### src/rtl/vga_timing_generator.sv
// rtl/vga_timing_generator.sv - 640x480@60 VGA raster timing generator; VGA_SYNC_DELAY_EN adds 2-clock sync/blank delay
module vga_timing_generator #(
  parameter int   H_ACTIVE    = 640,
  parameter int   H_FP        = 16,
  parameter int   H_SYNC      = 96,
  parameter int   H_BP        = 48,
  parameter int   V_ACTIVE    = 480,
  parameter int   V_FP        = 10,
  parameter int   V_SYNC      = 2,
  parameter int   V_BP        = 33,
  parameter logic SYNC_ACTIVE = 1'b0
) (
  input  logic       vga_clk,
  input  logic       rst_n,
  input  logic       pix_tick,
  output logic [9:0] x,
  output logic [9:0] y,
  output logic       hsync,
  output logic       vsync,
  output logic       video_on,
  output logic       line_start,
  output logic       frame_start,
  output logic [7:0] frame_count
);

  localparam logic [9:0] H_TOTAL      = 10'(H_ACTIVE + H_FP + H_SYNC + H_BP);
  localparam logic [9:0] H_VIS        = 10'(H_ACTIVE);
  localparam logic [9:0] H_SYNC_START = 10'(H_ACTIVE + H_FP);
  localparam logic [9:0] H_SYNC_END   = 10'(H_ACTIVE + H_FP + H_SYNC);
  localparam logic [9:0] V_TOTAL      = 10'(V_ACTIVE + V_FP + V_SYNC + V_BP);
  localparam logic [9:0] V_VIS        = 10'(V_ACTIVE);
  localparam logic [9:0] V_SYNC_START = 10'(V_ACTIVE + V_FP);
  localparam logic [9:0] V_SYNC_END   = 10'(V_ACTIVE + V_FP + V_SYNC);

  logic       x_last;
  logic       y_last;
  logic       line_wrap;
  logic       frame_wrap;
  logic [9:0] x_next;
  logic [9:0] y_next;
  logic       hsync_dec;
  logic       vsync_dec;
  logic       video_dec;

  // Next counter values; decode uses these so outputs line up with the x/y they describe
  always_comb begin
    x_last     = (x == H_TOTAL - 10'd1);
    y_last     = (y == V_TOTAL - 10'd1);
    line_wrap  = pix_tick & x_last;
    frame_wrap = line_wrap & y_last;
    x_next     = x;
    y_next     = y;
    if (pix_tick) x_next = x_last ? 10'd0 : x + 10'd1;
    if (line_wrap) y_next = y_last ? 10'd0 : y + 10'd1;
  end

  // Counters, single-clock strobes and registered sync/blank decode (decode holds between ticks)
  always_ff @(posedge vga_clk) begin
    if (!rst_n) begin
      x           <= '0;
      y           <= '0;
      frame_count <= '0;
      line_start  <= 1'b0;
      frame_start <= 1'b0;
      hsync_dec   <= ~SYNC_ACTIVE;
      vsync_dec   <= ~SYNC_ACTIVE;
      video_dec   <= 1'b0;
    end else begin
      x           <= x_next;
      y           <= y_next;
      line_start  <= line_wrap;
      frame_start <= frame_wrap;
      if (frame_wrap) frame_count <= frame_count + 8'd1;
      if (pix_tick) begin
        hsync_dec <= (x_next >= H_SYNC_START && x_next < H_SYNC_END) ? SYNC_ACTIVE : ~SYNC_ACTIVE;
        vsync_dec <= (y_next >= V_SYNC_START && y_next < V_SYNC_END) ? SYNC_ACTIVE : ~SYNC_ACTIVE;
        video_dec <= (x_next < H_VIS) && (y_next < V_VIS);
      end
    end
  end

`ifdef VGA_SYNC_DELAY_EN
  logic [1:0] hsync_pipe;
  logic [1:0] vsync_pipe;
  logic [1:0] video_pipe;

  // Two-stage delay matching the pixel pipeline latency downstream; shifts every clock
  always_ff @(posedge vga_clk) begin
    if (!rst_n) begin
      hsync_pipe <= {2{~SYNC_ACTIVE}};
      vsync_pipe <= {2{~SYNC_ACTIVE}};
      video_pipe <= 2'b00;
    end else begin
      hsync_pipe <= {hsync_pipe[0], hsync_dec};
      vsync_pipe <= {vsync_pipe[0], vsync_dec};
      video_pipe <= {video_pipe[0], video_dec};
    end
  end

  assign hsync    = hsync_pipe[1];
  assign vsync    = vsync_pipe[1];
  assign video_on = video_pipe[1];
`else
  assign hsync    = hsync_dec;
  assign vsync    = vsync_dec;
  assign video_on = video_dec;
`endif

endmodule

### config.mk
export PLATFORM = sky130hd
export DESIGN_NAME = vga_timing_generator
export DESIGN_NICKNAME = d
export VERILOG_FILES = /design/src/rtl/vga_timing_generator.sv
export SDC_FILE = /design/constraint.sdc
export NUM_CORES = 1
export LEC_CHECK = 0
export BUFFER_PORTS_ARGS = -buffer_cell sky130_fd_sc_hd__buf_2
export CAP_MARGIN = 20
export CORE_AREA = 2 2 63 65
export CTS_BUF_LIST = sky130_fd_sc_hd__clkbuf_4 sky130_fd_sc_hd__clkbuf_8 sky130_fd_sc_hd__clkbuf_16
export DETAILED_ROUTE_END_ITERATION = 6
export DIE_AREA = 0 0 65 67
export PLACE_DENSITY = 0.74
export SETUP_SLACK_MARGIN = 0.5
export SYNTH_ARGS = -nofsm -noshare
export SYNTH_HDL_FRONTEND = slang
export SYNTH_SLANG_ARGS = --single-unit
### constraint.sdc
create_clock -name vga_clk -period 2.2 [get_ports vga_clk]
set_input_delay 0.22 -clock vga_clk [delete_from_list [all_inputs] [get_ports vga_clk]]
set_output_delay 0.22 -clock vga_clk [all_outputs]
set_load 0.01 [all_outputs]
After elaboration in Yosys (flattened, before gate mapping)
Index checks and enable logic that the tools add are counted.
{"block": "word_totals", "romBits": 0, "memories": 0, "elab_cells": 30, "latchBits": 0, "output_inout_bits": 33, "regBits": 33, "ramBits": 0, "inputBits": 3}
{"block": "op_classes", "muxes": 6, "n_reduce_logical": 3, "shifts": 0, "n_div": 0, "n_eq_ne": 2, "n_lt_le_gt_ge": 6, "add_sub_neg": 3, "n_mul": 0, "bitwise_logic": 2}
{"operator": "2-to-1 mux 10 bit", "n": 4}
{"operator": "adder 10 x 1 -> 10 bit (second input constant)", "n": 2}
{"operator": "== test 10 bit (second input constant)", "n": 2}
{"operator": "< comparator 10 bit (second input constant)", "n": 2}
{"operator": "< comparator 10 x 9 -> 1 bit (second input constant)", "n": 2}
{"operator": ">= comparator 10 bit (second input constant)", "n": 1}
{"operator": ">= comparator 10 x 9 -> 1 bit (second input constant)", "n": 1}
{"operator": "adder 8 x 1 -> 8 bit (second input constant)", "n": 1}
{"operator": "logical AND 1 bit", "n": 3}
{"operator": "AND 1 bit", "n": 2}
{"operator": "2-to-1 mux 1 bit", "n": 2}

Longest topological paths before layout
{"block": "depth", "depth_word": 6, "ltp_mapped": 9, "ltp_nobuf": 8}

Worst setup path before layout
No wires, ideal clock.
{"block": "synth_path", "kind": "reg-to-reg", "from": "register x[0]", "to": "register video_dec (netlist: video_on)", "n_path_buf": 1, "setup_ps": 92, "required_time_ps": 2108, "synth_period_minus_slack_ps": 2359, "stages_incl_launch_ff": 9, "path_slack_ps": -159, "arrival_ps": 2266, "path_cell_list": "dfxtp_1 -> ha_1 -> nand3_1 -> or4_4 -> buf_6 -> nor4_2 -> xnor2_1 -> nor4_2 -> o32ai_1"}
{"block": "synth_between", "elab_chain_len": 5, "word_cells_on_any_way": 9, "cone_classes": "add/sub (1); order compare (2); eq/ne (1); mux (3); bitwise (1); reduce/logical (1)"}
{"element": "start, declared", "line": "16", "rtl": "output logic [9:0] x,"}
{"element": "start signal, assigned", "line": "69", "rtl": "x <= x_next;"}
{"element": "adder 10 x 1 -> 10 bit or == test 10 bit (tied branches)", "line": "53, 47"}
{"element": "2-to-1 mux 10 bit or AND 1 bit (tied branches)", "line": "53, 49"}
{"element": "2-to-1 mux 10 bit, on equally long branches", "line": "53, 54"}
{"element": "< comparator 10 bit or < comparator 10 x 9 -> 1 bit (tied branches)", "line": "77", "rtl": "video_dec <= (x_next < H_VIS) && (y_next < V_VIS);"}
{"element": "logical AND 1 bit (*)", "line": "77"}
{"element": "end signal, assigned", "line": "77"}
{"element": "end, declared", "line": "43", "rtl": "logic video_dec;"}
Every way passes the cells marked *; elsewhere a longest branch is shown, timed or not.
A chain may end at the register's enable or synchronous reset.

Final worst setup path
{"block": "layout_path", "from": "register x[6]", "to": "register vsync_dec (netlist: vsync)"}
{"block": "layout_between", "elab_chain_len": 6, "word_cells_on_any_way": 7, "cone_classes": "order compare (2); eq/ne (1); mux (2); bitwise (1); reduce/logical (1)"}
{"element": "== test 10 bit (*)", "line": "47", "rtl": "x_last = (x == H_TOTAL - 10'd1);"}
{"element": "AND 1 bit (*)", "line": "49", "rtl": "line_wrap = pix_tick & x_last;"}
{"element": "2-to-1 mux 10 bit (*)", "line": "54", "rtl": "if (line_wrap) y_next = y_last ? 10'd0 : y + 10'd1;"}
{"element": ">= comparator 10 x 9 -> 1 bit or < comparator 10 x 9 -> 1 bit (tied branches)", "line": "76", "rtl": "vsync_dec <= (y_next >= V_SYNC_START && y_next < V_SYNC_END) ? SYNC_ACTIVE : ~SYNC_ACTIVE;"}
{"element": "logical AND 1 bit (*)", "line": "76"}
{"element": "2-to-1 mux 1 bit (*)", "line": "76"}
{"element": "end signal, assigned", "line": "66", "rtl": "vsync_dec <= ~SYNC_ACTIVE;"}
{"element": "end signal, assigned", "line": "76"}
{"element": "end, declared", "line": "42", "rtl": "logic vsync_dec;"}
Marks and branches as above.

==> results.sh <==
export IMPL_finalWorstSetupSlack_ns=0.106
export IMPL_synth_edf_count=0
export IMPL_drt_wirelength_per_cell_microns=13.6
export IMPL_report_final_setup_viol=0
export IMPL_grt_util_met2_pct=36.0
export IMPL_max_cap_violations=0
export IMPL_yosys_cell_count_top_type="dfxtp_1"
export IMPL_wl_microns=4200
export IMPL_grt_busiest_layer="met2"
export IMPL_worst_hold_path_type="input port to flop"
export IMPL_die_height_microns=67
export IMPL_multiInputGateArea_sq_um=1180
export IMPL_postSynthAreaPerCell_sq_um=8.48
export IMPL_peakVddDrop_v=0.000562
export IMPL_synth_top_family_by_area="simple AND/OR/NAND/NOR gates"
export IMPL_gate_count_of_the_mapped_netlist=205
export IMPL_min_delay_start="rst_n"
export IMPL_netlist_top_cells_count="dfxtp_1, nor2_1, nand2_1"
export IMPL_synth_async_sr_flop_share_pct=0
export IMPL_ws_path_type="flop to flop"
export IMPL_worstMarginPinSlew_ns=0.422
export IMPL_ys_dominant_reg_cell="dfxtp_1"
export IMPL_timing_critical_path_slowest_stage_cell="or4_4"
export IMPL_seqPwrFrac_pct=48.7
export IMPL_pwr_share_comb_pct=3.6
export IMPL_globalplace_congestion=0.938
export IMPL_n_fill_cell=307
export IMPL_end_kind="flop"
export IMPL_tritoncts="done"
export IMPL_power_density_nw_per_um2=515
export IMPL_post_route_cell_area_sq_um=2410
export IMPL_clockRootBuffer="clkbuf_8"
export IMPL_synth_warnings=0
export IMPL_synthDominantAreaCellType="dfxtp_1"
export IMPL_grt_util_met3_pct=5.57
export IMPL_number_of_flip_flops_and_latches_in_the_synthesized_netlist=33
export IMPL_total_chip_power_w=0.00124
export IMPL_mappedNetlistNets=212
export IMPL_dp_final_hpwl_microns=2890
export IMPL_netlist_area_sq_um=1740
export IMPL_switching_power_w=0.000255
export IMPL_layout_drive_gt1_share_pct=40.6
export IMPL_timing_max_slew_rel_slack_pct=71.8
export IMPL_internal_power_w=0.000989
export IMPL_yosys_area_share_simple_pct=32.7
export IMPL_pin_count_of_the_biggest_net_entering_global_routing=24
export IMPL_remaining_antenna_violation_count=0
export IMPL_yosys_area_share_xor_xnor_pct=11.1
export IMPL_worst_clock_skew_ns=0.00978
export IMPL_detail_route_iter0_violations=53
export IMPL_floorplan_core_area_sq_um=3610
export IMPL_tritoncts_num_buffers=5
export IMPL_layout_min_cycle_time_ns=2.09
export IMPL_antennaDiodeCount=0
export IMPL_max_freq_ghz=0.478
export IMPL_ff_latch_area_sq_um=672
export IMPL_grt_pass1_wl_microns=6980
export IMPL_crit_path_start="x[6]$_SDFF_PN0_"
export IMPL_cp_required_ns=2.35
export IMPL_finalSetupTns_ns=0
export IMPL_critPathMaxStageDelay_ns=0.48
export IMPL_antenna_found_initial=0
export IMPL_startpoint_type="flop"
export IMPL_area_growth_pct=38.8
export IMPL_yosysSeqAreaShare_pct=38.0
export IMPL_clkPwrFrac_pct=47.7
export IMPL_fp_dieW_microns=65
export IMPL_track_usage_pct=20.9
export IMPL_synth_compound_area_share_pct=9.78
export IMPL_status="finished clean"
export IMPL_regToRegStartpoint="x[6]$_SDFF_PN0_"
export IMPL_io_pin_count=36
export IMPL_cp_cell_sequence="or3b_4, or4_4, nor3_4, xnor2_2, nor4_2, a41oi_1"
export IMPL_synth_area_mux_share_pct=1.15
export IMPL_via_count=1644
export IMPL_p_leak_nw=1.07
export IMPL_power_switching_fraction_pct=20.5
export IMPL_timing_final_crit_share_pct=95.2
export IMPL_crit_path_max_fanout=3
export IMPL_drtPass1Iterations=4
export IMPL_place_ws_ns=0.0401
export IMPL_yosys_cell_types_count=44
export IMPL_post_synth_main_area_contributors="dfxtp_1, xnor2_1, nor2_1"
export IMPL_report_final_slew_viol_count=0
export IMPL_cts_buffer_depth=2
export IMPL_layout_nets=267
export IMPL_core_rowCount=22
export IMPL_cp_arrival_ns=2.24
export IMPL_timing_final_hold_violations=0
export IMPL_buffer_ports_inserted=35
export IMPL_grt_overflow_total=0
export IMPL_number_of_drc_violations_after_detailed_routing=0
export IMPL_setup_repair_after_global_routing_missed_its_margin="true"
export IMPL_dpl_instance_area_sq_um=2080
export IMPL_clkSlewWorstSetupHoldPaths_ns=0.07
export IMPL_first_global_vias=1538
export IMPL_met1_usage_pct=25.0
export IMPL_synth_top_area_share_pct=38.0
export IMPL_synth_adder_area_share_pct=2.88
export IMPL_viasPerCell=5.32
export IMPL_clock_sinks=33
export IMPL_clk_latency_ns=0.29
export IMPL_die_area_sq_um=4360
export IMPL_h_tree_depth=2
export IMPL_initial_core_utilization_pct=48.2
## worst max-delay path, delay by kind of cell (launching register included)
family	cells	cell delay, ns
DFF	1	0.32
xor gates and xnor gates	1	0.10
and+or+nand+nor	4	1.40
AOI/OAI and AO/OA	1	0.14
## metrics by stage
step	util (%)	hold slack (ns)	cells
global route	66.9	0.407	309
global placement	57.6	0.446	294
finish	66.9	0.377	309
detailed placement	57.6	0.455	294
floorplan	-	0.432	205
CTS	65.4	0.382	309
## worst paths after layout
path / endpoint / slack (ns) / depth (start not counted)
max: vsync$_SDFFE_PN1P_ / 0.11 / 6
min: x[1]$_SDFF_PN0_ / 0.38 / 2
max reg2reg: vsync$_SDFFE_PN1P_ / 0.11 / 6
min reg2reg: video_on$_SDFFE_PN0P_ / 0.47 / 2
## logic make-up (layout without fill, tap and decap cells)
| kind of cell | Yosys count | in the layout |
|---|---|---|
| AO/OA/AOI/OAI | 23 | 23 |
| XOR/XNOR | 22 | 22 |
| AND/OR/NAND/NOR | 105 | 105 |
| adder cells (fa/ha/maj) | 4 | 4 |
| buffers and inverters | 16 | 72 |
| flip-flops | 33 | 33 |
| multiplexers | 2 | 2 |
## repair_timing
action,in CTS,in global routing
endpoints found under the setup margin,24,26
setup buffers,7,0
hold buffers,0,0
gates resized for setup,26,12
endpoints found under the hold margin,0,0
pin swaps,7,5
## power groups by stage
stage | Combinational (W) | Sequential, W | Clock [W]
finish | 0.0000450 | 0.000605 | 0.000594
global route | 0.0000502 | 0.000606 | 0.000634
CTS | 0.0000443 | 0.000605 | 0.000601
detailed placement | 0.0000407 | 0.000618 | 0
global placement | 0.0000399 | 0.000618 | 0
floorplan | 0.0000202 | 0.000622 | 0
## registers in the layout, summed over array words and instances (netlist names)
register and flops:
hsync 1, x 10, line_start 1, video_on 1, vsync 1, frame_count 8
frame_start 1, y 10
## cells in the final DEF (no fill, tap or decap), types with 5 or more instances in the layout
cell and count:
dfxtp_1 26, xnor2_1 12, nand3_1 6, and2_1 12, inv_1 5, nor2_1 20, clkbuf_8 6, buf_2 35
nand4_1 10, dfxtp_2 6, buf_4 22, nand2_1 17, xor2_1 7
## final cells by class
cell class                      count  area share, %
Clock buffer                        6           3.42
Timing Repair Buffer               59           15.0
Tap cell                           48           2.49
Multi-Input combinational cell    156           48.9
Clock inverter                      2           1.56
Sequential cell                    33           27.8
Inverter                            5          0.778
## metal layers
layer	vias to the layer above	part of all wire, %
met4	0	1.4
met2	40	52
met1	776	42
met3	7	4.5
li1	821	-
met5	-	0
Power figures use the tool's default switching activity.
